### config.mk
export PLATFORM = sky130hd
export DESIGN_NAME = rgb2ycbcr_stream_ctrl
export DESIGN_NICKNAME = d
export VERILOG_FILES = /design/src/rtl/rgb2ycbcr_stream_ctrl_pkg.sv /design/src/rtl/rgb2ycbcr_stream_ctrl_fifo.sv /design/src/rtl/rgb2ycbcr_stream_ctrl.sv
export SDC_FILE = /design/constraint.sdc
export NUM_CORES = 1
export LEC_CHECK = 0
export ABC_AREA = 0
export CAP_MARGIN = 20
export CELL_PAD_IN_SITES_DETAIL_PLACEMENT = 1
export CELL_PAD_IN_SITES_GLOBAL_PLACEMENT = 2
export CORE_MARGIN = 2
export CORE_UTILIZATION = 40
export CTS_BUF_LIST = sky130_fd_sc_hd__clkbuf_4 sky130_fd_sc_hd__clkbuf_8 sky130_fd_sc_hd__clkbuf_16
export DETAILED_ROUTE_END_ITERATION = 8
export DONT_BUFFER_PORTS = 1
export PLACE_DENSITY = 0.83
export SYNTH_ARGS = -nofsm -noshare
export SYNTH_HDL_FRONTEND = slang
export SYNTH_SLANG_ARGS = --single-unit
### constraint.sdc
create_clock -name iClk -period 4.09 [get_ports iClk]
set_clock_uncertainty 0.2 [all_clocks]
set_input_delay 0.818 -clock iClk [delete_from_list [all_inputs] [get_ports iClk]]
set_output_delay 0.818 -clock iClk [all_outputs]
set_load 0.1 [all_outputs]
### src/rtl/rgb2ycbcr_stream_ctrl_pkg.sv
`default_nettype none
// +----------------------------------------------------------------------+
// | rgb2ycbcr_stream_ctrl_pkg: shared state type and default parameters  |
// | Rev 1.0                                                              |
// +----------------------------------------------------------------------+
package rgb2ycbcr_stream_ctrl_pkg;

   typedef enum logic [1:0] {
      IDLE  = 2'd0,
      RUN   = 2'd1,
      DRAIN = 2'd2
   } ctrlState_t;

   localparam int DEFAULT_LAT    = 3;
   localparam int DEFAULT_DEPTH  = 8;
   localparam int DEFAULT_WIDTH  = 640;
   localparam int DEFAULT_HEIGHT = 480;

   // FIFO entry layout: {Y, Cb, Cr, sof, eol}
   localparam int ENTRY_W = 26;

   function automatic int clogMin1(input int n);
      return (n <= 1) ? 1 : $clog2(n);
   endfunction

endpackage
`default_nettype wire

### src/rtl/rgb2ycbcr_stream_ctrl_fifo.sv
`default_nettype none
// +----------------------------------------------------------------------+
// | ycbcr_out_fifo: first-word-fall-through output buffer, 26-bit entries |
// | Rev 1.0                                                              |
// +----------------------------------------------------------------------+
module ycbcr_out_fifo
   import rgb2ycbcr_stream_ctrl_pkg::*;
#(
   parameter int DEPTH = DEFAULT_DEPTH
) (
   input  logic                         iClk,
   input  logic                         iRst,
   input  logic                         iWr,
   input  logic [ENTRY_W-1:0]           iData,
   input  logic                         iRd,
   output logic [ENTRY_W-1:0]           oData,
   output logic                         oEmpty,
   output logic [$clog2(DEPTH+1)-1:0]   oCount
);

   localparam int PW = clogMin1(DEPTH);
   localparam int CW = $clog2(DEPTH + 1);
   localparam logic [PW-1:0] PTR_LAST = PW'(DEPTH - 1);

   logic [ENTRY_W-1:0] mem [DEPTH];
   logic [PW-1:0]      wrPtr;
   logic [PW-1:0]      rdPtr;
   logic [CW-1:0]      count;
   logic               full;
   logic               wrEn;
   logic               rdEn;

   assign full  = (count == CW'(DEPTH));
   assign rdEn  = iRd && (count != '0);
   // A write into a full FIFO is accepted when the head leaves in the same cycle
   assign wrEn  = iWr && (!full || rdEn);

   always_ff @(posedge iClk) begin
      if (wrEn) begin
         mem[wrPtr] <= iData;
      end
   end

   always_ff @(posedge iClk) begin
      if (iRst) begin
         wrPtr <= '0;
         rdPtr <= '0;
         count <= '0;
      end else begin
         if (wrEn) begin
            wrPtr <= (wrPtr == PTR_LAST) ? '0 : wrPtr + 1'b1;
         end
         if (rdEn) begin
            rdPtr <= (rdPtr == PTR_LAST) ? '0 : rdPtr + 1'b1;
         end
         case ({wrEn, rdEn})
            2'b10:   count <= count + 1'b1;
            2'b01:   count <= count - 1'b1;
            default: count <= count;
         endcase
      end
   end

   assign oData  = mem[rdPtr];
   assign oEmpty = (count == '0);
   assign oCount = count;

endmodule
`default_nettype wire

### src/rtl/rgb2ycbcr_stream_ctrl.sv
`default_nettype none
// +----------------------------------------------------------------------+
// | rgb2ycbcr_stream_ctrl: frame sequencing and credit flow control      |
// | around a fixed-latency RGB->YCbCr core. Rev 1.0                      |
// +----------------------------------------------------------------------+
module rgb2ycbcr_stream_ctrl
   import rgb2ycbcr_stream_ctrl_pkg::*;
#(
   parameter int LAT    = DEFAULT_LAT,
   parameter int DEPTH  = DEFAULT_DEPTH,
   parameter int WIDTH  = DEFAULT_WIDTH,
   parameter int HEIGHT = DEFAULT_HEIGHT
) (
   input  logic       iClk,
   input  logic       iRst,
   input  logic       iStart,
   input  logic       iValid,
   input  logic [7:0] iR,
   input  logic [7:0] iG,
   input  logic [7:0] iB,
   output logic       oReady,
   output logic       oCe,
   output logic [7:0] oCoreR,
   output logic [7:0] oCoreG,
   output logic [7:0] oCoreB,
   input  logic [7:0] iCoreY,
   input  logic [7:0] iCoreCb,
   input  logic [7:0] iCoreCr,
   output logic       oValid,
   output logic [7:0] oY,
   output logic [7:0] oCb,
   output logic [7:0] oCr,
   output logic       oSof,
   output logic       oEol,
   input  logic       iReady,
   output logic       oBusy,
   output logic       oDone
);

   localparam int XW  = clogMin1(WIDTH);
   localparam int YW  = clogMin1(HEIGHT);
   localparam int IFW = $clog2(LAT + 1);
   localparam int CW  = $clog2(DEPTH + 1);
   localparam int SW  = $clog2(DEPTH + LAT + 1);
   localparam logic [XW-1:0] X_LAST = XW'(WIDTH - 1);
   localparam logic [YW-1:0] Y_LAST = YW'(HEIGHT - 1);

   ctrlState_t         state;
   ctrlState_t         nextState;
   logic [XW-1:0]      x;
   logic [YW-1:0]      y;
   logic [7:0]         coreR;
   logic [7:0]         coreG;
   logic [7:0]         coreB;
   logic [LAT-1:0]     sbValid;
   logic [LAT-1:0]     sbSof;
   logic [LAT-1:0]     sbEol;
   logic [IFW-1:0]     inflight;
   logic [CW-1:0]      fifoCount;
   logic               fifoEmpty;
   logic [ENTRY_W-1:0] fifoHead;
   logic               headSof;
   logic               headEol;
   logic               active;
   logic               ready;
   logic               upBeat;
   logic               downBeat;
   logic               isSof;
   logic               isEol;
   logic               lastPix;
   logic               done;

   assign active  = !iRst && (state != IDLE);
   assign isSof   = (x == '0) && (y == '0);
   assign isEol   = (x == X_LAST);
   assign lastPix = isEol && (y == Y_LAST);

   // Credit: every accepted pixel owns a FIFO slot from acceptance until it is read
   assign ready    = !iRst && (state == RUN) &&
                     ((SW'(inflight) + SW'(fifoCount)) < SW'(DEPTH));
   assign upBeat   = iValid && ready;
   assign downBeat = iReady && !fifoEmpty && !iRst;

   always_comb begin
      inflight = '0;
      for (int i = 0; i < LAT; i++) begin
         inflight = inflight + IFW'(sbValid[i]);
      end
   end

   always_ff @(posedge iClk) begin
      if (iRst) begin
         state <= IDLE;
      end else begin
         state <= nextState;
      end
   end

   always_comb begin
      nextState = state;
      done      = 1'b0;
      case (state)
         IDLE: begin
            if (iStart) begin
               nextState = RUN;
            end
         end
         RUN: begin
            if (upBeat && lastPix) begin
               nextState = DRAIN;
            end
         end
         DRAIN: begin
            if ((inflight == '0) && fifoEmpty) begin
               done      = 1'b1;
               nextState = IDLE;
            end
         end
         default: nextState = IDLE;
      endcase
   end

   always_ff @(posedge iClk) begin
      if (iRst) begin
         x       <= '0;
         y       <= '0;
         coreR   <= '0;
         coreG   <= '0;
         coreB   <= '0;
         sbValid <= '0;
         sbSof   <= '0;
         sbEol   <= '0;
      end else begin
         if (upBeat) begin
            coreR <= iR;
            coreG <= iG;
            coreB <= iB;
            if (isEol) begin
               x <= '0;
               y <= (y == Y_LAST) ? '0 : y + 1'b1;
            end else begin
               x <= x + 1'b1;
            end
         end
         // Sideband moves in lockstep with the core, which only advances on oCe
         if (active) begin
            for (int i = LAT - 1; i > 0; i--) begin
               sbValid[i] <= sbValid[i-1];
               sbSof[i]   <= sbSof[i-1];
               sbEol[i]   <= sbEol[i-1];
            end
            sbValid[0] <= upBeat;
            sbSof[0]   <= upBeat && isSof;
            sbEol[0]   <= upBeat && isEol;
         end
      end
   end

   ycbcr_out_fifo #(
      .DEPTH (DEPTH)
   ) u_outFifo (
      .iClk   (iClk),
      .iRst   (iRst),
      .iWr    (sbValid[LAT-1]),
      .iData  ({iCoreY, iCoreCb, iCoreCr, sbSof[LAT-1], sbEol[LAT-1]}),
      .iRd    (downBeat),
      .oData  (fifoHead),
      .oEmpty (fifoEmpty),
      .oCount (fifoCount)
   );

   assign {oY, oCb, oCr, headSof, headEol} = fifoHead;

   assign oReady = ready;
   assign oCe    = active;
   assign oCoreR = iRst ? 8'd0 : coreR;
   assign oCoreG = iRst ? 8'd0 : coreG;
   assign oCoreB = iRst ? 8'd0 : coreB;
   assign oValid = !iRst && !fifoEmpty;
   assign oSof   = !iRst && !fifoEmpty && headSof;
   assign oEol   = !iRst && !fifoEmpty && headEol;
   assign oBusy  = active;
   assign oDone  = !iRst && done;

endmodule
`default_nettype wire

# Yosys cells after proc, flatten, opt, wreduce, memory -nomap -nowiden
# Memories as Yosys holds them, arrays and structs flattened. A register that Yosys moved wholly into a read port is not among the register bits.
# Index checks and enable logic that the tools add are counted.
[word_totals]
regBits = 64
ramBits = 208
in_bits = 53
mem_count = 1
[classes]
addsub = 9
order_cmp = 1
n_eq_ne = 12
mux = 18
n_reduce_logical = 32
[mem_list]
columns = ["name", "depth", "word_bits", "rd", "rd_ports_with_merged_regs", "wr", "line", "text"]
rows = [
  ["u_outFifo.mem", 8, 26, 1, 1, 1, "rgb2ycbcr_stream_ctrl_fifo.sv:25", "logic [ENTRY_W-1:0] mem [DEPTH];"],
]
[ops]
columns = ["cell", "count"]
rows = [
  ["$mux W8", 3],
  ["$logic_and A1 B1 Y1", 18],
  ["$mux W3", 4],
  ["$add A10 B1 Y10 const B", 1],
  ["$eq A10 B10 Y1 const B", 1],
  ["$logic_not A10 Y1", 1],
  ["$mux W10", 1],
  ["$add A9 B1 Y9 const B", 1],
  ["$eq A9 B9 Y1 const B", 1],
  ["$logic_not A9 Y1", 1],
  ["$mux W9", 1],
  ["$pmux W4 S2", 1],
  ["$add A3 B1 Y3 const B", 2],
  ["$eq A3 B3 Y1 const B", 2],
  ["$mux W2", 3],
  ["$pmux W2 S3", 1],
  ["$add A2 B4 Y4", 1],
  ["$add A4 B1 Y4 const B", 1],
  ["$eq A2 B1 Y1 const B", 2],
  ["$eq A2 B2 Y1 const B", 2],
  ["$eq A4 B4 Y1 const B", 1],
  ["$logic_not A2 Y1", 2],
  ["$logic_not A4 Y1", 1],
  ["$lt A4 B4 Y1 const B", 1],
  ["other kinds (12)", 19],
]

# Logic depth before layout (Yosys ltp)
[depth]
depth_word = 9
mapped_depth = 12
depth_no_buf = 11

# Hierarchy
# Synthesis repeated with hierarchy kept, for this count alone.
[unflattened]
cells_unflattened = 724
hier_area_um2 = 11352.1
[modules_own_cells]
columns = ["module", "n_inst", "cells_each", "area_each_um2", "seq_area_each_um2"]
rows = [
  ["ycbcr_out_fifo", 1, 384, 8615.8, 6506.2],
  ["rgb2ycbcr_stream_ctrl", 1, 340, 2736.4, 1081.0],
]

# Worst setup path after synthesis
# Ideal clock, no wire load.
[synth_path]
path_type = "flip-flop to output port"
startpoint = "register sbValid[0]"
endpoint = "output oReady"
t_arrival_ps = 4529
required_ps = 3072
setup_slack_ps = -1457
stages_incl_launch_ff = 7
path_cell_list = "dfxtp_1 -> fa_1 -> ha_1 -> a31o_2 -> nand2_1 -> xnor2_1 -> nor4b_1"
[synth_between]
elab_chain_cells = 5
[synth_rtl]
columns = ["element", "line", "text"]
rows = [
  ["start, declared", "rgb2ycbcr_stream_ctrl.sv:55", "logic [LAT-1:0] sbValid;"],
  ["start signal, assigned by index", "rgb2ycbcr_stream_ctrl.sv:148", "sbValid[i] <= sbValid[i-1];"],
  ["start signal, assigned", "rgb2ycbcr_stream_ctrl.sv:152", "sbValid[0] <= upBeat;"],
  ["$add A1 B1 Y2", "rgb2ycbcr_stream_ctrl.sv:87", "inflight = inflight + IFW'(sbValid[i]);"],
  ["$add A2 B1 Y2", "rgb2ycbcr_stream_ctrl.sv:87", ""],
  ["$add A2 B4 Y4", "rgb2ycbcr_stream_ctrl.sv:80", "((SW'(inflight) + SW'(fifoCount)) < SW'(DEPTH));"],
  ["$lt A4 B4 Y1", "rgb2ycbcr_stream_ctrl.sv:80", ""],
  ["$logic_and A1 B1 Y1", "rgb2ycbcr_stream_ctrl.sv:79", "assign ready = !iRst && (state == RUN) &&"],
  ["end, declared", "rgb2ycbcr_stream_ctrl.sv:21", "output logic oReady,"],
]
# No other way between the ends.

# Worst setup path after layout
# Ends and elaborated chain as after synthesis.

==> summary.md <==
• 5.474 — vias per inst
• 68.92% — share of synthesized area occupied by flip-flops and latches
• 0 — final number of max-transition violations
• output pin — type of destination of the critical path
• 3.689 ns — crit path time final
• 96 — pin count of the biggest net entering global routing
• 169.9 um — width of the die
• 2.67 ns — arrival time at the worst endpoint
• 4 — first-pass iteration count of the detailed router
• 0 — Congestion Overflow GR
• 0.5828 ns — Post-Place Worst Slack
• 28860 um^2 — area of the die
• 21.92 um — Routed WL per cell
• sky130_fd_sc_hd__clkbuf_16 — root buffer cell
• 0.47 ns — Largest stage delay, worst path
• 5.825 mW — post-layout total power
• 16.85% — total track usage
• 334 — DRT iter0 DRCs
• 0.7829 — final weighted congestion in routability-driven placement
• 0.4009 ns — setup slack of the critical path after layout
• 0 — Post-CTS Setup Repair Bufs
• flip-flop — startpoint type of the worst setup path
• 0% — fraction of registers with async set/reset
• 3 — Clock Tree Buf Depth
• 7592 um^2 — storage element area
• false — unrepaired setup endpoints after global routing
• 0 — Final setup violation count
• flip-flop to output pin — Setup Crit Path Kind
• 3.349% — GR Util met3
• sky130_fd_sc_hd__edfxtp_1 — most used flip-flop cell after synthesis
• 0.1536 ns — WHS
• 51 — count of cell types in the netlist
• 454.5 nW/um^2 — total power per unit cell area
• sky130_fd_sc_hd__fa_1 — slowest cell on the critical path
• 0 — DRC violations left
• 12 — reg2reg path depth
• 0 — initial antenna violation count
• 31.09% — global-route met2 utilization
• 0 — Final Hold Vio Count
• done — CTS tree
• 1 — H-tree depth
• 7 — Worst path depth
• 60 — Core Rows
• 11010 um^2 — cell area after synthesis
• 0 — number of diodes
• 0 — count of cells resized by post-cts repair
• 20.63% — GRT met1 Usage
• 47.55% — end-of-flow core utilization
• sky130_fd_sc_hd__edfxtp_1 — cell taking the most area after synthesis
• 0.53 ns — clock latency on the worst-skew pair
• 24070 um — total wire length
• 12820 um^2 — summed area of non-filler cells in the final layout
• 801 — net count of the finished layout
• 6011 — vias after detailed routing
• 700 — Post-Synthesis Cells
• 90.20% — final worst path period share
• 3.07 ns — CP required
• 2562 — Filler Cells Inserted
• 4.099 nW — leakage power
• 0.06 ns — clock-pin slew on the worst setup and hold paths
• sky130_fd_sc_hd__edfxtp_1, sky130_fd_sc_hd__dfxtp_1, sky130_fd_sc_hd__mux4_2, sky130_fd_sc_hd__nand2_1, sky130_fd_sc_hd__mux2_2 — top cells by area in the synthesized netlist
• 11830 um^2 — instance area at placement
• 40.84% — Initial Util
• 275 — clock sinks
• 766 — post-synthesis net count
• 0 — Antenna Violating Nets Remaining
• 1 — number of instances on the worst hold path
• adder cells — crit-path leading delay family
• fa_1 -> ha_1 -> a31o_2 -> nand2_1 -> xnor2_1 -> nor4b_4 -> buf_4 — critical path, cell by cell
• 30.27% — worst relative slew slack
• met2 — busiest layer in global routing
• 37500 um — first-pass GRT wire length
• 0 — quantity of hold-fixing buffers added after cts
• finished clean — status
• input port to flip-flop — class of the tightest hold or removal check
• 16.42% — Layout Area Growth over Synthesis
• 0 — reported max-cap violation count
• 208 — number of flops mapped to enable cells by yosys
• 0 — number of warnings issued by yosys
• 0.0002814 V — peak supply drop
• 0 — number of buffers inserted by port buffering
• 3369 um^2 — area taken by multi-input logic gates
• 15170 um — sum of net half-perimeters after detailed placement
• 275 — number of storage elements in the synthesis netlist
• 28 — CTS Buf Count
• 6605 — vias in the first global route
• 28.67% — share of post-route cells with drive strength above 1
• 15.73 um^2 — synthesized area per cell
• 26950 um^2 — Core Area
• 271.1 MHz — highest clock rate
• 1 — number of buffer and inverter stages on the critical path
• 108 — number of top-level pins
• 169.9 um — die span in y
• 5 — critical path peak fanout
• 1.043 ns — Worst Tran Pin Value
• 56.74% — proportion of netlist area held by the largest area contributor
==> final cells by class <==
type,count,share of cell area (%)
clock buffer,37,6.131
tap,341,3.329
multi-input combinational,375,26.29
sequential,275,59.24
inverter,11,0.3222
timing repair buffer,44,3.085
clock inverter,15,1.601
==> cell usage after synthesis (3+ instances only) <==
cell                       instances
sky130_fd_sc_hd__mux4_2           52
sky130_fd_sc_hd__or4_1             4
sky130_fd_sc_hd__mux2_2           24
sky130_fd_sc_hd__edfxtp_1        208
sky130_fd_sc_hd__o31ai_1           3
sky130_fd_sc_hd__ha_1             12
sky130_fd_sc_hd__nor2b_1          27
sky130_fd_sc_hd__nor3b_1           4
sky130_fd_sc_hd__o21ai_0          20
sky130_fd_sc_hd__inv_1            11
sky130_fd_sc_hd__a21oi_1          47
sky130_fd_sc_hd__dfxtp_1          67
sky130_fd_sc_hd__nand3_1           7
sky130_fd_sc_hd__or3_1             9
sky130_fd_sc_hd__nand2b_1          4
sky130_fd_sc_hd__xor2_1            8
sky130_fd_sc_hd__nor2_1           18
sky130_fd_sc_hd__nor3_1           11
sky130_fd_sc_hd__mux2i_1           6
sky130_fd_sc_hd__clkbuf_1         26
sky130_fd_sc_hd__nor4_1            5
sky130_fd_sc_hd__buf_2            10
sky130_fd_sc_hd__o211ai_1          4
sky130_fd_sc_hd__nand2_1          78
==> cells by family (layout without fill, tap and decap cells) <==
| group | Yosys count | count (layout) | synth area share, % |
|---|---|---|---|
| adders and majority gates | 13 | 13 | 1.546 |
| and+or+nand+nor | 185 | 185 | 8.741 |
| muxes | 82 | 82 | 13.64 |
| AOI/OAI and AO/OA | 85 | 85 | 4.501 |
| xor gates and xnor gates | 10 | 10 | 0.7957 |
| DFF | 275 | 275 | 68.92 |
| buffers and inverters | 50 | 107 | 1.853 |
==> path summary, 6_finish.rpt <==
path | endpoint | slack [ns] | startpoint
worst min-delay path | coreR[7]$_SDFFE_PP0P_ | 0.15 | iRst
worst max-delay path | oReady | 0.40 | sbValid[0]$_SDFFE_PP0P_
worst min register to register | coreR[6]$_SDFFE_PP0P_ | 0.24 | coreR[6]$_SDFFE_PP0P_
worst max register to register | u_outFifo.oCount[2]$_SDFFE_PP0P_ | 0.56 | u_outFifo.oCount[1]$_SDFFE_PP0P_
==> flip-flops by register name, indices dropped and copies added (netlist names), named ones only <==
| signal | flops |
|---|---|
| coreB | 8 |
| u_outFifo.oCount | 4 |
| sbValid | 3 |
| sbSof | 3 |
| x | 10 |
| u_outFifo.mem | 208 |
| u_outFifo.wrPtr | 3 |
| state | 2 |
| y | 9 |
| coreG | 8 |
| u_outFifo.rdPtr | 3 |
| coreR | 8 |
| sbEol | 3 |
==> metrics by stage <==
step / std cells / setup TNS, ns
floorplan: 700 / -0.5360
global placement: 1046 / 0
detailed placement: 1046 / 0
CTS: 1098 / 0
global route: 1098 / 0
finish: 1098 / 0
==> metal layers <==
layer / wire length [um] / vias up
li1: - / 2739
met3: 1321 / 28
met1: 10000 / 3101
met2: 12470 / 143
met5: 0 / -
met4: 285 / 0
==> layout by cell type (no fill, tap or decap), types with 8 or more instances in the layout <==
master / synthesis / layout
sky130_fd_sc_hd__dfxtp_1: 67 / 65
sky130_fd_sc_hd__or3_1: 9 / 9
sky130_fd_sc_hd__o21ai_0: 20 / 20
sky130_fd_sc_hd__mux4_2: 52 / 52
sky130_fd_sc_hd__nor2b_2: 0 / 24
sky130_fd_sc_hd__nor2_1: 18 / 14
sky130_fd_sc_hd__nand2_1: 78 / 78
sky130_fd_sc_hd__clkbuf_16: 0 / 29
sky130_fd_sc_hd__ha_1: 12 / 12
sky130_fd_sc_hd__inv_1: 11 / 11
sky130_fd_sc_hd__buf_4: 1 / 40
sky130_fd_sc_hd__edfxtp_1: 208 / 208
sky130_fd_sc_hd__mux2_2: 24 / 24
sky130_fd_sc_hd__clkbuf_4: 0 / 8
sky130_fd_sc_hd__xor2_1: 8 / 8
sky130_fd_sc_hd__a21oi_1: 47 / 47
==> worst reg2reg max path: cells and delay by family (launching register included) <==
kind | cells | cell delay, ns
AND/OR/NAND/NOR | 4 | 1.30
adder cells (fa/ha/maj) | 2 | 0.50
buffers and inverters | 2 | 0.44
flip-flops | 1 | 0.39
AO/OA/AOI/OAI | 2 | 0.34
XOR/XNOR | 2 | 0.27
==> power breakdown <==
part	switching, mW	internal, mW	total [mW]
sequential	0.0104	3.01	3.02
combinational	0.0890	0.0333	0.122
clock	1.02	1.67	2.69
total	1.12	4.70	5.83
(Power assumes the default switching activity.)
